===== src/rtl/lsu_pkg.sv =====
// Shared types and helpers for the load/store unit: access size and FSM state
// encodings, byte-count conversion and alignment check.
package lsu_pkg;

    localparam int XLEN      = 64;
    localparam int MEM_LEN_W = 32;

    typedef enum logic [1:0] {
        SZ_B = 2'd0,
        SZ_H = 2'd1,
        SZ_W = 2'd2,
        SZ_D = 2'd3
    } size_e;

    typedef enum logic [1:0] {
        ST_IDLE   = 2'd0,
        ST_ISSUE  = 2'd1,
        ST_WAIT_R = 2'd2,
        ST_RESP   = 2'd3
    } state_e;

    function automatic logic [MEM_LEN_W-1:0] size_to_len(input size_e sz);
        case (sz)
            SZ_B:    return 32'd1;
            SZ_H:    return 32'd2;
            SZ_W:    return 32'd4;
            default: return 32'd8;
        endcase
    endfunction

    // Nonzero address bits below the access size mean the access is misaligned.
    function automatic logic misaligned(input logic [2:0] lo, input size_e sz);
        case (sz)
            SZ_B:    return 1'b0;
            SZ_H:    return (lo[0] != 1'b0);
            SZ_W:    return (lo[1:0] != 2'b00);
            default: return (lo != 3'b000);
        endcase
    endfunction

endpackage


===== src/rtl/lsu_load_align.sv =====
// Selects the addressed bytes from a returned doubleword and zero/sign-extends
// them to 64 bits. Bytes past the top of the doubleword read as zero.
module lsu_load_align
    import lsu_pkg::*;
(
    input  logic [63:0] dword,
    input  logic [2:0]  lane,
    input  size_e       size,
    input  logic        is_unsigned,
    output logic [63:0] data
);

    logic [63:0] shifted_s;

    // Lane shift followed by width-dependent extension.
    always_comb begin
        shifted_s = dword >> {lane, 3'b000};
        case (size)
            SZ_B:    data = is_unsigned ? {56'd0, shifted_s[7:0]}
                                        : {{56{shifted_s[7]}}, shifted_s[7:0]};
            SZ_H:    data = is_unsigned ? {48'd0, shifted_s[15:0]}
                                        : {{48{shifted_s[15]}}, shifted_s[15:0]};
            SZ_W:    data = is_unsigned ? {32'd0, shifted_s[31:0]}
                                        : {{32{shifted_s[31]}}, shifted_s[31:0]};
            default: data = shifted_s;
        endcase
    end

endmodule


===== src/rtl/lsu_mem_ctrl.sv =====
// Load/store unit between the MEM stage and the memory valid/ready port.
// Optional feature macro: LSU_MISALIGN_TRAP_EN (misaligned accesses trap with resp_err).
module lsu_mem_ctrl
    import lsu_pkg::*;
#(
    parameter int XLEN      = 64,
    parameter int MEM_LEN_W = 32
) (
    input  logic                 clk,
    input  logic                 rst,
    input  logic                 req_valid,
    output logic                 req_ready,
    input  logic                 req_wen,
    input  logic [XLEN-1:0]      req_addr,
    input  logic [1:0]           req_size,
    input  logic                 req_unsigned,
    input  logic [XLEN-1:0]      req_wdata,
    output logic                 resp_valid,
    output logic [XLEN-1:0]      resp_rdata,
    output logic                 resp_err,
    output logic                 mem_en,
    output logic                 mem_wout,
    output logic [XLEN-1:0]      mem_addr,
    output logic [MEM_LEN_W-1:0] mem_len,
    output logic [XLEN-1:0]      mem_wdata,
    output logic                 mem_addr_valid,
    input  logic                 mem_addr_ready,
    output logic                 mem_data_ready,
    input  logic                 mem_data_valid,
    input  logic [XLEN-1:0]      mem_rdata
);

    state_e      state_r;
    logic        wen_r;
    logic [2:0]  lane_r;
    size_e       size_r;
    logic        uns_r;
    logic        trap_r;
    logic        trap_s;
    logic [63:0] ext_s;

    // Alignment trap decision for the incoming request.
    always_comb begin
`ifdef LSU_MISALIGN_TRAP_EN
        trap_s = misaligned(req_addr[2:0], size_e'(req_size));
`else
        trap_s = 1'b0;
`endif
    end

    lsu_load_align u_align (
        .dword       (mem_rdata),
        .lane        (lane_r),
        .size        (size_r),
        .is_unsigned (uns_r),
        .data        (ext_s)
    );

    // Request FSM; every port output is a register updated on state transitions.
    always_ff @(posedge clk or posedge rst) begin
        if (rst) begin
            state_r        <= ST_IDLE;
            wen_r          <= 1'b0;
            lane_r         <= 3'd0;
            size_r         <= SZ_B;
            uns_r          <= 1'b0;
            trap_r         <= 1'b0;
            req_ready      <= 1'b1;
            resp_valid     <= 1'b0;
            resp_rdata     <= 64'd0;
            resp_err       <= 1'b0;
            mem_en         <= 1'b0;
            mem_wout       <= 1'b0;
            mem_addr       <= 64'd0;
            mem_len        <= 32'd0;
            mem_wdata      <= 64'd0;
            mem_addr_valid <= 1'b0;
            mem_data_ready <= 1'b0;
        end else begin
            case (state_r)
                ST_IDLE: begin
                    if (req_valid) begin
                        state_r   <= ST_ISSUE;
                        req_ready <= 1'b0;
                        wen_r     <= req_wen;
                        lane_r    <= req_addr[2:0];
                        size_r    <= size_e'(req_size);
                        uns_r     <= req_unsigned;
                        trap_r    <= trap_s;
                        // A trapped access never touches the memory port.
                        if (!trap_s) begin
                            mem_en         <= 1'b1;
                            mem_addr_valid <= 1'b1;
                            mem_wout       <= req_wen;
                            mem_addr       <= req_addr;
                            mem_len        <= size_to_len(size_e'(req_size));
                            mem_wdata      <= req_wdata;
                            mem_data_ready <= req_wen;
                        end
                    end
                end
                ST_ISSUE: begin
                    if (trap_r) begin
                        state_r    <= ST_RESP;
                        resp_valid <= 1'b1;
                        resp_err   <= 1'b1;
                        resp_rdata <= 64'd0;
                    end else if (mem_addr_ready) begin
                        mem_en         <= 1'b0;
                        mem_addr_valid <= 1'b0;
                        mem_wout       <= 1'b0;
                        mem_addr       <= 64'd0;
                        mem_len        <= 32'd0;
                        mem_wdata      <= 64'd0;
                        if (wen_r) begin
                            state_r        <= ST_RESP;
                            resp_valid     <= 1'b1;
                            resp_rdata     <= 64'd0;
                            mem_data_ready <= 1'b0;
                        end else begin
                            state_r        <= ST_WAIT_R;
                            mem_data_ready <= 1'b1;
                        end
                    end
                end
                ST_WAIT_R: begin
                    if (mem_data_valid) begin
                        state_r        <= ST_RESP;
                        resp_valid     <= 1'b1;
                        resp_rdata     <= ext_s;
                        mem_data_ready <= 1'b0;
                    end
                end
                ST_RESP: begin
                    state_r    <= ST_IDLE;
                    resp_valid <= 1'b0;
                    resp_err   <= 1'b0;
                    trap_r     <= 1'b0;
                    req_ready  <= 1'b1;
                end
                default: begin
                    state_r        <= ST_IDLE;
                    req_ready      <= 1'b1;
                    resp_valid     <= 1'b0;
                    resp_err       <= 1'b0;
                    mem_en         <= 1'b0;
                    mem_addr_valid <= 1'b0;
                    mem_data_ready <= 1'b0;
                end
            endcase
        end
    end

endmodule

===== config.mk =====
export PLATFORM = sky130hd
export DESIGN_NAME = lsu_mem_ctrl
export DESIGN_NICKNAME = d
export VERILOG_FILES = /design/src/rtl/lsu_pkg.sv /design/src/rtl/lsu_load_align.sv /design/src/rtl/lsu_mem_ctrl.sv
export SDC_FILE = /design/constraint.sdc
export NUM_CORES = 1
export LEC_CHECK = 0
export BUFFER_PORTS_ARGS = -buffer_cell sky130_fd_sc_hd__buf_2
export CORE_AREA = 5 5 167 169
export DETAILED_ROUTE_END_ITERATION = 12
export DIE_AREA = 0 0 172 174
export PLACE_DENSITY = 0.67
export SETUP_SLACK_MARGIN = 0.15
export SLEW_MARGIN = 20
export SYNTH_ARGS = -nofsm -noshare
export SYNTH_HDL_FRONTEND = slang
export SYNTH_SLANG_ARGS = --single-unit

===== constraint.sdc =====
create_clock -name clk -period 11.2 [get_ports clk]
set_clock_uncertainty 0.15 [all_clocks]
set_input_delay 2.24 -clock clk [delete_from_list [all_inputs] [get_ports clk]]
set_output_delay 2.24 -clock clk [all_outputs]
set_load 0.005 [all_outputs]

[Word level (Yosys, flattened, before mapping)]
Cells that the tools add are included.
Word-level totals
  output and inout bits: 231
  flip-flop bits (word level): 240
  memories: 0
  logic and storage cells: 95
  ROM bits: 0
  bits in latches: 0
  bits in writable memories: 0
Operators by class
  shift operators: 1
  equality and inequality tests: 14
  add/subtract/negate cells: 0
  multiply operators: 0
  muxes and demuxes: 47
  divide/modulo/power cells: 0
  reduce and logical (&&, ||, !) cells: 17
  $lt $le $gt $ge: 0
  bitwise logic cells: 0
Operators by type and width (count)
  64-bit two-way mux: 11
  64-bit case mux with 2 select lines: 3
  64-bit case mux with 3 select lines: 1
  32-bit two-way mux: 3
  32-bit case mux with 2 select lines: 1
  64-bit by 6-bit right shift with 64-bit output: 1
  1-bit two-way mux: 15
  4-bit case mux with 3 select lines: 1
  4-bit AND reduction: 3
  2-bit inequality test (second input constant): 5
  1-bit case mux with 2 select lines: 5
  2-bit equality test (second input constant): 4
  2-bit two-way mux: 4
  2-bit case mux with 4 select lines: 1
  2-bit nonzero test: 4
  2-bit by 1-bit equality test with 1-bit output (second input constant): 3
  2-bit logical NOT: 3
  3-bit inequality test (second input constant): 2
  1-bit case mux with 3 select lines: 2
  2-bit AND reduction: 3
  3-bit nonzero test: 2
  5-bit AND reduction: 1
  3-bit AND reduction: 1

[Depth between registers and ports, before layout]
Gate-level depths: netlist (run 1).
  word-level depth: 5
  mapped depth: 10
  gate-level depth less buffers: 7

[By module]
A second synthesis (run 1) with hierarchy kept.
Unflattened totals
  cells, all modules: 920
  area, all modules: 10686.5 um^2
By module, submodules not included
  lsu_mem_ctrl: seq. area each 5281.3 um^2, times used 1, cells each 656, area each 8406.8 um^2
  lsu_load_align: seq. area each 0.0 um^2, times used 1, cells each 264, area each 2279.7 um^2

[Least setup slack after synthesis (run 1)]
Ideal clock, no wire load.
  kind: in2reg
  start: input mem_rdata[55]
  end: register resp_rdata[60]
  setup slack: 7.504 ns
  setup time: 0.135 ns
  path buffers: 1
  stages: 6
  arrival: 3.411 ns
  cell sequence: mux2i_1 > a2bb2oi_2 > a21oi_2 > a221oi_4 > buf_6 > o31ai_2
Between the ends
  longest elaborated chain between the ends: 5
  elaborated cells on any way between the ends: 7
  those cells by class: shift: 1; mux: 6
Ends and longest elaborated chain
  from (decl): RTL line lsu_mem_ctrl.sv:30  | input logic [XLEN-1:0] mem_rdata
  64-bit by 6-bit right shift with 64-bit output *: RTL line lsu_load_align.sv:17  | shifted_s = dword >> {lane, 3'b000};
  64-bit two-way mux (on tied branches): RTL line lsu_load_align.sv:23, lsu_load_align.sv:19, lsu_load_align.sv:21
  64-bit case mux with 3 select lines *: RTL line lsu_load_align.sv:18  | case (size)
  64-bit two-way mux *: RTL line lsu_mem_ctrl.sv:127  | if (mem_data_valid) begin
  64-bit case mux with 2 select lines *: RTL line lsu_mem_ctrl.sv:80  | case (state_r)
  to (signal assigned): RTL line lsu_mem_ctrl.sv:130  | resp_rdata <= ext_s;
  to (decl): RTL line lsu_mem_ctrl.sv:19  | output logic [XLEN-1:0] resp_rdata,
Every way passes the cells marked *; elsewhere a longest branch is shown, timed or not. The select of a mux whose other input is x is not followed.
A chain may end at the register's enable or synchronous reset.

[Worst setup path in the final report (run 1)]
  start: input mem_rdata[55]
  end: register resp_rdata[39]
The elaborated chain is that of the path after synthesis.

==> results of run 1 <==
-- worst max-delay path by stage --
stage                  startpoint                    endpoint  slack [ns]
floorplan                     rst       lane_r[0]$_DFFE_PP0P_        3.05
global placement    mem_rdata[55]  resp_rdata[39]$_DFFE_PP0P_        6.53
detailed placement  mem_rdata[55]  resp_rdata[39]$_DFFE_PP0P_        6.41
CTS                 mem_rdata[55]  resp_rdata[39]$_DFFE_PP0P_        6.96
global route        mem_rdata[55]  resp_rdata[39]$_DFFE_PP0P_        6.87
finish              mem_rdata[55]  resp_rdata[39]$_DFFE_PP0P_        6.92
-- metal layers --
layer | routed length [um] | track usage (%)
met5 | 14 | 0
met2 | 17100 | 37.2
met3 | 3780 | 6.41
met4 | 1240 | 8.09
met1 | 13200 | 28.1
-- placed cells by master, fill, tap and decap left out, types with 23 or more instances in the layout --
cell	n
nand2_1	87
a21oi_1	27
buf_2	403
o21ai_0	54
a22o_1	131
dfrtp_1	208
conb_1	28
clkbuf_16	24
mux2i_1	33
mux2_2	23
-- power by group --
| part | total [mW] | switching [mW] | leakage (nW) | internal (mW) |
|---|---|---|---|---|
| clock network | 0.889 | 0.334 | 0.439 | 0.555 |
| logic | 1.66 | 0.979 | 3.50 | 0.683 |
| registers | 1.19 | 0.182 | 2.82 | 1.01 |
| total | 3.74 | 1.49 | 6.76 | 2.25 |
-- synthesized netlist by cell type (6+ instances only) --
cell / number
dfrtp_1: 210
clkbuf_1: 37
nor2_1: 13
nand2_1: 87
a22o_1: 131
a221o_1: 7
mux4_2: 14
o31ai_1: 14
o21ai_0: 54
o21ai_2: 17
a2bb2oi_1: 22
mux2_2: 23
a32oi_1: 10
buf_2: 22
buf_6: 7
buf_1: 6
buf_4: 31
a21oi_1: 27
nor2b_1: 9
mux2i_1: 33
inv_1: 7
-- per-stage QoR --
| stage | hold WS (ns) | cell area, um^2 | utilization, % |
|---|---|---|---|
| after CTS | 0.324 | 12900 | 48.8 |
| final | 0.323 | 12900 | 48.9 |
| after global placement | 0.302 | 12000 | 45.4 |
| after floorplan | 0.307 | 10000 | - |
| after detailed placement | 0.308 | 12000 | 45.4 |
| after global routing | 0.344 | 12900 | 48.9 |
-- logic make-up (layout without fill, tap and decap cells) --
| logic type | Yosys count | count (layout) | share of synthesized area, % |
|---|---|---|---|
| AO/OA/AOI/OAI | 317 | 317 | 24.9 |
| flip-flops | 211 | 211 | 53.3 |
| AND/OR/NAND/NOR | 128 | 128 | 5.62 |
| buffers and inverters | 112 | 467 | 6.24 |
| multiplexers | 71 | 71 | 9.27 |
| adder cells (fa/ha/maj) | 5 | 5 | 0.631 |
| other | 1 | 32 | 0.0378 |
-- flip-flops by register name (all words and copies together), names as in the netlist, 2 cells and up --
name,cells
state_r,2
mem_addr,64
mem_len,4
size_r,2
lane_r,3
mem_wdata,64
resp_rdata,64
-- worst max-delay path, stage by stage --
cell,delay (ns)
buf_2,0.12
mux2i_1,0.31
a2bb2oi_2,0.23
a21oi_2,0.11
a221oi_4,0.95
buf_4,0.43
o21ai_2,0.10
-- area by class of cell --
type                            instances  area share, %
Tap cell                              341           3.30
Timing Repair Buffer                  415           16.4
Sequential cell                       211           40.9
Antenna cell                            4         0.0775
Clock buffer                           28           5.00
Inverter                                8          0.291
Multi-Input combinational cell        549           32.0
Clock inverter                         16           2.02
==> results.txt, run 1 <==
The total overflow left after global routing is 0. In the final routed layout, each cell accounts on average for 22.5 um. The run gives 24 as the CTS buffer count. Clock-pin slew was measured on the worst setup and hold paths at 0.06 ns. The instance count along the most critical hold path is 2. The total number of yosys warnings is 0, and the multi-input gate area in the final layout is 4140 um^2. In this run, synthesis inferred 0 flip-flops with an integrated enable. Clock insertion delay at the later pin of the skew report: 0.52 ns.

The logs give 211 for the number of clock sinks and 29.3% for the worst slew slack as a fraction of its limit. Relative to the synthesized area, the layout overhead comes to 30.3%. The launching element type of the critical path was an input pin.

For this run, the detailed router's first-pass iteration total came to 6. The end of the worst hold path is resp_rdata[46]$_DFFE_PP0P_. The longest clock path from root to sink contains 3 buffers.

After clock tree synthesis, the repair step resized 0 gates. From left edge to right edge, the die measures 172 um. In the synthesized netlist the async set-or-reset flop fraction comes to 100%.

At the placement stage, the worst setup path has a slack of 6.41 ns. The run gives 0 as the max-slew violation count. After detailed placement, the design holds a cell count of 1524. Entering global routing, the biggest net connects 114 pins. The tools report the number of standard cells after synthesis as 845. The tools report the hold violation count in the final report as 0. The setup TNS is 0 ns.

Endpoint of the worst register-to-register path: resp_rdata[39]$_DFFE_PP0P_. Initial antenna violation count: 7. Setup repair after global routing left no endpoint under its margin. The die is 174 um tall. In this run, distinct cell masters in the synthesized netlist total 56. The filler cell count in the final layout is 2448, and the share of the clock period used by the worst path after layout is 38.2%.

The startpoint identified for the worst hold timing path is resp_rdata[46]$_DFFE_PP0P_. The worst hold path belongs to the class reg -> reg. The via count normalized by instance count works out to 5.49. The synthesized design devotes to its leading area cell type 53.0% of total area. The run gives 8719 as the number of global-route vias before repair. The logs give 1415 for the net count of the finished layout and 29900 um^2 for the area of the die. The number of setup buffers added after CTS is 0. The number of cells on the worst reg-to-reg path is 7. The logs give 53.3% for the share of synthesized area occupied by flip-flops and latches and 7.47 ns for the minimum setup slack among reg-to-reg paths. TritonCTS built the clock tree. The worst setup path is of the in -> reg kind.

The flow ran to the end, and the final reports show no timing, DRC or antenna violations. The tools report the first-pass GRT wire length as 52.3 mm. The analysis attributes to cell leakage a power of 6.76 nW. In the routed design, unresolved DRC markers number 0.

The number of H-tree levels came out at 1. Once detail routing completed, the nets flagged for antenna violations numbered 0. By area the synthesized netlist is led by dfrtp_1 (53%), a22o_1 (12%), mux2i_1 (3.3%). The quantity of hold-fixing buffers added after cts is 0.

Port buffering added 403 buffers. The time the final worst path needs with I/O delays and setup was 4.28 ns; the post-layout instance count excluding filler cells was 1572. The logs give 60 for the standard-cell row count and 25.7 mm for the post-detailed-placement half-perimeter wirelength. For the maximum frequency from static timing analysis, the log shows 234 MHz. Signal arrival time at the worst endpoint: 4.51 ns. The critical path capture point type is a flop. For the pin with the worst max-slew slack, the measured transition is 1.06 ns. In the final layout, flip-flops and latches occupy 5290 um^2. Number of setup violations in the final report: 0. The startpoint identified for the worst register-to-register timing path is lane_r[0]$_DFFE_PP0P_. The tree is rooted in a clkbuf_16. The max-cap violation count came out at 0. Across every metal layer, demand over resource in global routing totals 22.5%. VDD sags by at most 0.000266 V. The wire length after detailed routing was 35.4 mm. Of all cell types, the one taking the most synthesized area is dfrtp_1. The worst setup margin is 6.92 ns.

For this design the ratio of total power to cell area is 289 nW/um^2. In this run the mean area of a mapped cell was 11.7 um^2. At the end of routability-driven placement, the weighted congestion stood at 0.875. The effective utilization at floorplan is 37.5%, and the top-level port count is 432. For this run, the leading register cell type out of synthesis is dfrtp_1. After synthesis the netlist holds a flip-flop and latch count of 211. The DRC violation total after the first TritonRoute iteration was 710. The total power is 3.74 mW. Of all nets on the critical path, the largest fanout is 17. Endpoint required time on the critical path: 11.43 ns.

The logs give 9910 um^2 for the cell area after technology mapping and 8624 for the detailed-route via count. The post-route netlist has 43.3% of its cells at a drive strength greater than 1. In this run the standard cell core region covers 26400 um^2.
Note: power is estimated with default switching activity, not from simulation.
==> run 2: changes to the inputs <==
--- a/config.mk
+++ b/config.mk
@@ -5,11 +5,12 @@
 export SDC_FILE = /design/constraint.sdc
 export NUM_CORES = 1
 export LEC_CHECK = 0
+export ABC_AREA = 1
 export BUFFER_PORTS_ARGS = -buffer_cell sky130_fd_sc_hd__buf_2
-export CORE_AREA = 5 5 167 169
+export CORE_AREA = 5 5 163 165
 export DETAILED_ROUTE_END_ITERATION = 12
-export DIE_AREA = 0 0 172 174
-export PLACE_DENSITY = 0.67
+export DIE_AREA = 0 0 168 170
+export PLACE_DENSITY = 0.74
 export SETUP_SLACK_MARGIN = 0.15
 export SLEW_MARGIN = 20
 export SYNTH_ARGS = -nofsm -noshare
==> constraint.sdc (replaced) <==
create_clock -name clk -period 3.8 [get_ports clk]
set_clock_uncertainty 0.15 [all_clocks]
set_input_delay 0.76 -clock clk [delete_from_list [all_inputs] [get_ports clk]]
set_output_delay 0.76 -clock clk [all_outputs]
set_load 0.005 [all_outputs]
==> run 2 against run 1 <==
Count of clock-buffer cells in the layout is 2 higher; synthesized cell count is 35% higher; global-route usage is 1.3 points higher; cell count is 18% higher; final area is 2.1% higher; die area is 4.6% lower; hold slack worse by 0.19 ns; non-clock buffer count is 4 higher; first-iteration DRC count is 43% higher; combinational power grew to 3.3 times the previous value; largest power group unchanged.
==> results.txt, run 2 <==
The proportion of register bits with asynchronous set or reset after synthesis works out to 100% (unchanged). The signal arrival time at the worst endpoint was 2.81 ns (-1.70 ns). The first-pass GRT wire length was 54.3 mm (+3.9%); the core region area was 24900 um^2 (-5.8%). The run gives 58 (-3.3%) as the standard-cell row count. Top cell type by total area after synthesis: dfrtp_1. The time the final worst path needs with I/O delays and setup is 2.57 ns, and the cell area after technology mapping is 10200 um^2 (+3.1%). After synthesis, the most frequently instantiated cells are nand2_1 (381), dfrtp_1 (210), a22o_1 (128), o21ai_0 (69), nand3_1 (45). The largest registers in the layout are mem_addr: 64 flops, mem_wdata: 64 flops, resp_rdata: 64 flops. The share of synthesized area occupied by flip-flops and latches is 51.7% (-1.6 points), and the maximum number of buffers from clock root to sink is 3 (unchanged). For the number of setup violations in the final report, the log shows 0 (unchanged). The tools report the total number of yosys warnings as 0 (unchanged). The max-cap violation count was 0 (unchanged).

The initial antenna violation count came out at 13 (+6). The tools report the global route total overflow as 0 (unchanged). Setup repair after global routing left no endpoint under its margin. Relative to the synthesized area, the layout overhead comes to 29.1%. The top cell types in the final layout, fill and taps aside, are buf_2 (403), nand2_1 (380), dfrtp_1 (207). The top-level port count was 432 (unchanged). The logs give 43.7% (+14 points) for the worst slew slack as a fraction of its limit and 1.23 ns (-6.24 ns) for the minimum setup slack among reg-to-reg paths.

The launching element type of the critical path was a flop. For the number of standard cells after synthesis, the log shows 1137 (+35%). The run gives 211 (unchanged) as the number of clock sinks. For the routability-driven placement congestion ratio, the log shows 0.958 (+9.5%). The register bit total from synthesis was 211 (unchanged). For the setup TNS, the log shows 0 ns (unchanged). The detailed-route wire length per cell works out to 19.2 um (-15%). Leaving out fill and tap cells, the most frequent cell in the layout is buf_2.

The tree is rooted in a clkbuf_16. The maximum fanout along the worst path is 40 (+23), and the number of synthesized flops with an enable pin is 0 (unchanged). The via count normalized by instance count was 5.25 (-4.2%); the maximum number of pins on one net before global-route repair was 118 (+3.5%).

The tools report the net count of the finished layout as 1701 (+20%). The run gives 389 MHz as the maximum frequency from static timing analysis. Peak ir drop on the vdd network: 0.000573 V (+120%). The number of distinct library cell variants in the gate-level netlist after synthesis came out at 35 (-38%).

In this run the critical register-to-register path is captured at resp_rdata[57]$_DFFE_PP0P_. The critical path in this run is classified as reg -> reg. The startpoint identified for the worst register-to-register timing path is lane_r[1]$_DFFE_PP0P_. The area of the die was 28600 um^2 (-4.6%); the power density over the cells was 885 nW/um^2 (+210%). The overall fraction of global-route tracks in use was 23.8% (+1.3 points). The quantity of hold-fixing buffers added after cts was 0 (unchanged). The number of global-route vias before repair is 9854 (+13%), and the clock insertion delay at the later pin of the skew report is 0.51 ns (about the same). The horizontal extent of the die was 168 um (-2.3%); the post-detailed-placement half-perimeter wirelength was 26.4 mm (+2.8%). Proportion of netlist area held by the largest area contributor: 51.4% (-1.6 points). The tools report the count of nets left with antenna violations after detail routing as 0 (unchanged). Among all flip-flop cells after synthesis, the most frequent one is dfrtp_1. The mean area per synthesized cell is 8.99 um^2 (-23%). Path category of the worst min-delay check: in -> async. Hold violation count in the final report: 0 (unchanged). The count of input and output buffers was 403 (unchanged); the detailed-route via count was 9746 (+13%).

The max-slew violation count is 0 (unchanged). The final worst hold slack was 0.136 ns (-0.187 ns); the total DRC errors in the routed layout was 0 (unchanged). CTS buffer count: 24 (unchanged). Height of the chip: 170 um (-2.3%).

The run gives 35.6 mm (+0.63%) as the wire length after detailed routing. DRC violation total after the first TritonRoute iteration: 1014 (+43%). STA classifies the critical path endpoint as a flop. The number of buffers inserted by post-CTS setup repair came out at 0 (unchanged). The core utilization of the finished layout came out at 53.0% (+4.1 points).

In the post-synthesis netlist, the cell with the most instances is nand2_1. The share of the clock period used by the worst path after layout was 67.7%; the standby leakage power was 7.38 nW (+9.2%). The flow ran to the end, and the final reports show no timing, DRC or antenna violations. The endpoint required time on the critical path is 4.04 ns (-7.39 ns), and the layout cell share with drive strength beyond 1 is 34.3% (-9.0 points). The transition time at the pin with the least slew margin came out at 0.840 ns (-0.220 ns). The run gives 41.1% (+3.6 points) as the effective utilization at floorplan.

The logs give 0 (unchanged) for the number of resized instances in the post-cts repair step and 1 (unchanged) for the number of H-tree levels. For the number of optimization iterations in the first detailed-route pass, the log shows 5 (-1). The clock edge transition at the registers on the reported setup and hold paths works out to 0.06 ns (about the same). Worst reg-to-reg path cell count: 11 (+4). In the post-synthesis netlist, the biggest area contributors are dfrtp_1 (51%), nand2_1 (14%), a22o_1 (11%). TritonCTS built the clock tree.
-- run 2: area by class of cell --
class	count	area, um^2
multi-input cells	802	4280
clock buffers	30	674
inverters	37	145
flip-flops and latches	211	5290
clock inverters	13	178
repair buffers	419	2190
well taps	330	413
diodes	13	32.5
fillers	2353	11700
-- run 2: worst max-delay path by stage --
stage | cells after the start | slack (ns) | end | start
final | 11 | 1.23 | resp_rdata[57]$_DFFE_PP0P_ | lane_r[1]$_DFFE_PP0P_
after floorplan | 1 | 0.15 | lane_r[0]$_DFFE_PP0P_ | rst
after detailed placement | 6 | 1.09 | mem_wdata[23]$_DFFE_PP0P_ | req_valid
after global placement | 6 | 1.14 | mem_wdata[48]$_DFFE_PP0P_ | req_valid
after global routing | 11 | 1.02 | resp_rdata[57]$_DFFE_PP0P_ | lane_r[1]$_DFFE_PP0P_
after CTS | 7 | 1.22 | mem_wdata[27]$_DFFE_PP0P_ | state_r[0]$_DFFE_PP0P_
-- run 2: where the power goes --
group / leakage (nW) / switching (mW) / total, mW / internal (mW)
clock network: 0.417 / 0.939 / 2.47 / 1.53
registers: 2.78 / 0.576 / 3.73 / 3.16
logic: 4.18 / 3.41 / 5.47 / 2.06
-- run 2: stage by stage --
step           power [mW]  worst slack [ns]  cell area (um^2)  std cells
4_1_cts              11.7              1.22             13200       1842
3_5_place_dp         9.20              1.09             12300       1799
6_report             11.7              1.23             13200       1855
3_3_place_gp         9.12              1.14             12300       1799
2_1_floorplan        7.34             0.149             10300       1164
5_1_grt              12.5              1.02             13200       1853
-- run 2: metal layers --
layer	routed length (um)	vias up	share of wire, %	GRT usage (%)
met3	3720	86	10	7.15
met4	1420	4	4.0	10.3
met2	17300	516	49	39.6
li1	-	4496	-	-
met5	14	-	0.039	0
met1	13100	4644	37	28.8
-- run 2: cell families (layout without fill, tap and decap cells) --
| kind of cell | Yosys count | after routing | synth area share, % |
|---|---|---|---|
| flip-flops | 211 | 211 | 51.7 |
| AND/OR/NAND/NOR | 499 | 499 | 21.6 |
| AO/OA/AOI/OAI | 270 | 270 | 18.4 |
| other | 1 | 41 | 0.0367 |
| adder cells (fa/ha/maj) | 5 | 5 | 0.612 |
| buffers and inverters | 151 | 499 | 7.64 |
-- run 2: worst max-delay path, stage by stage, from the launching register on --
cell	delay, ns
dfrtp_2	0.59
inv_2	0.19
buf_4	0.38
nand3_1	0.15
nand3_1	0.11
nand2_2	0.12
nand2_8	0.11
nand2_8	0.07
inv_4	0.15
nand2_8	0.21
nand3_1	0.14
nand2_1	0.06
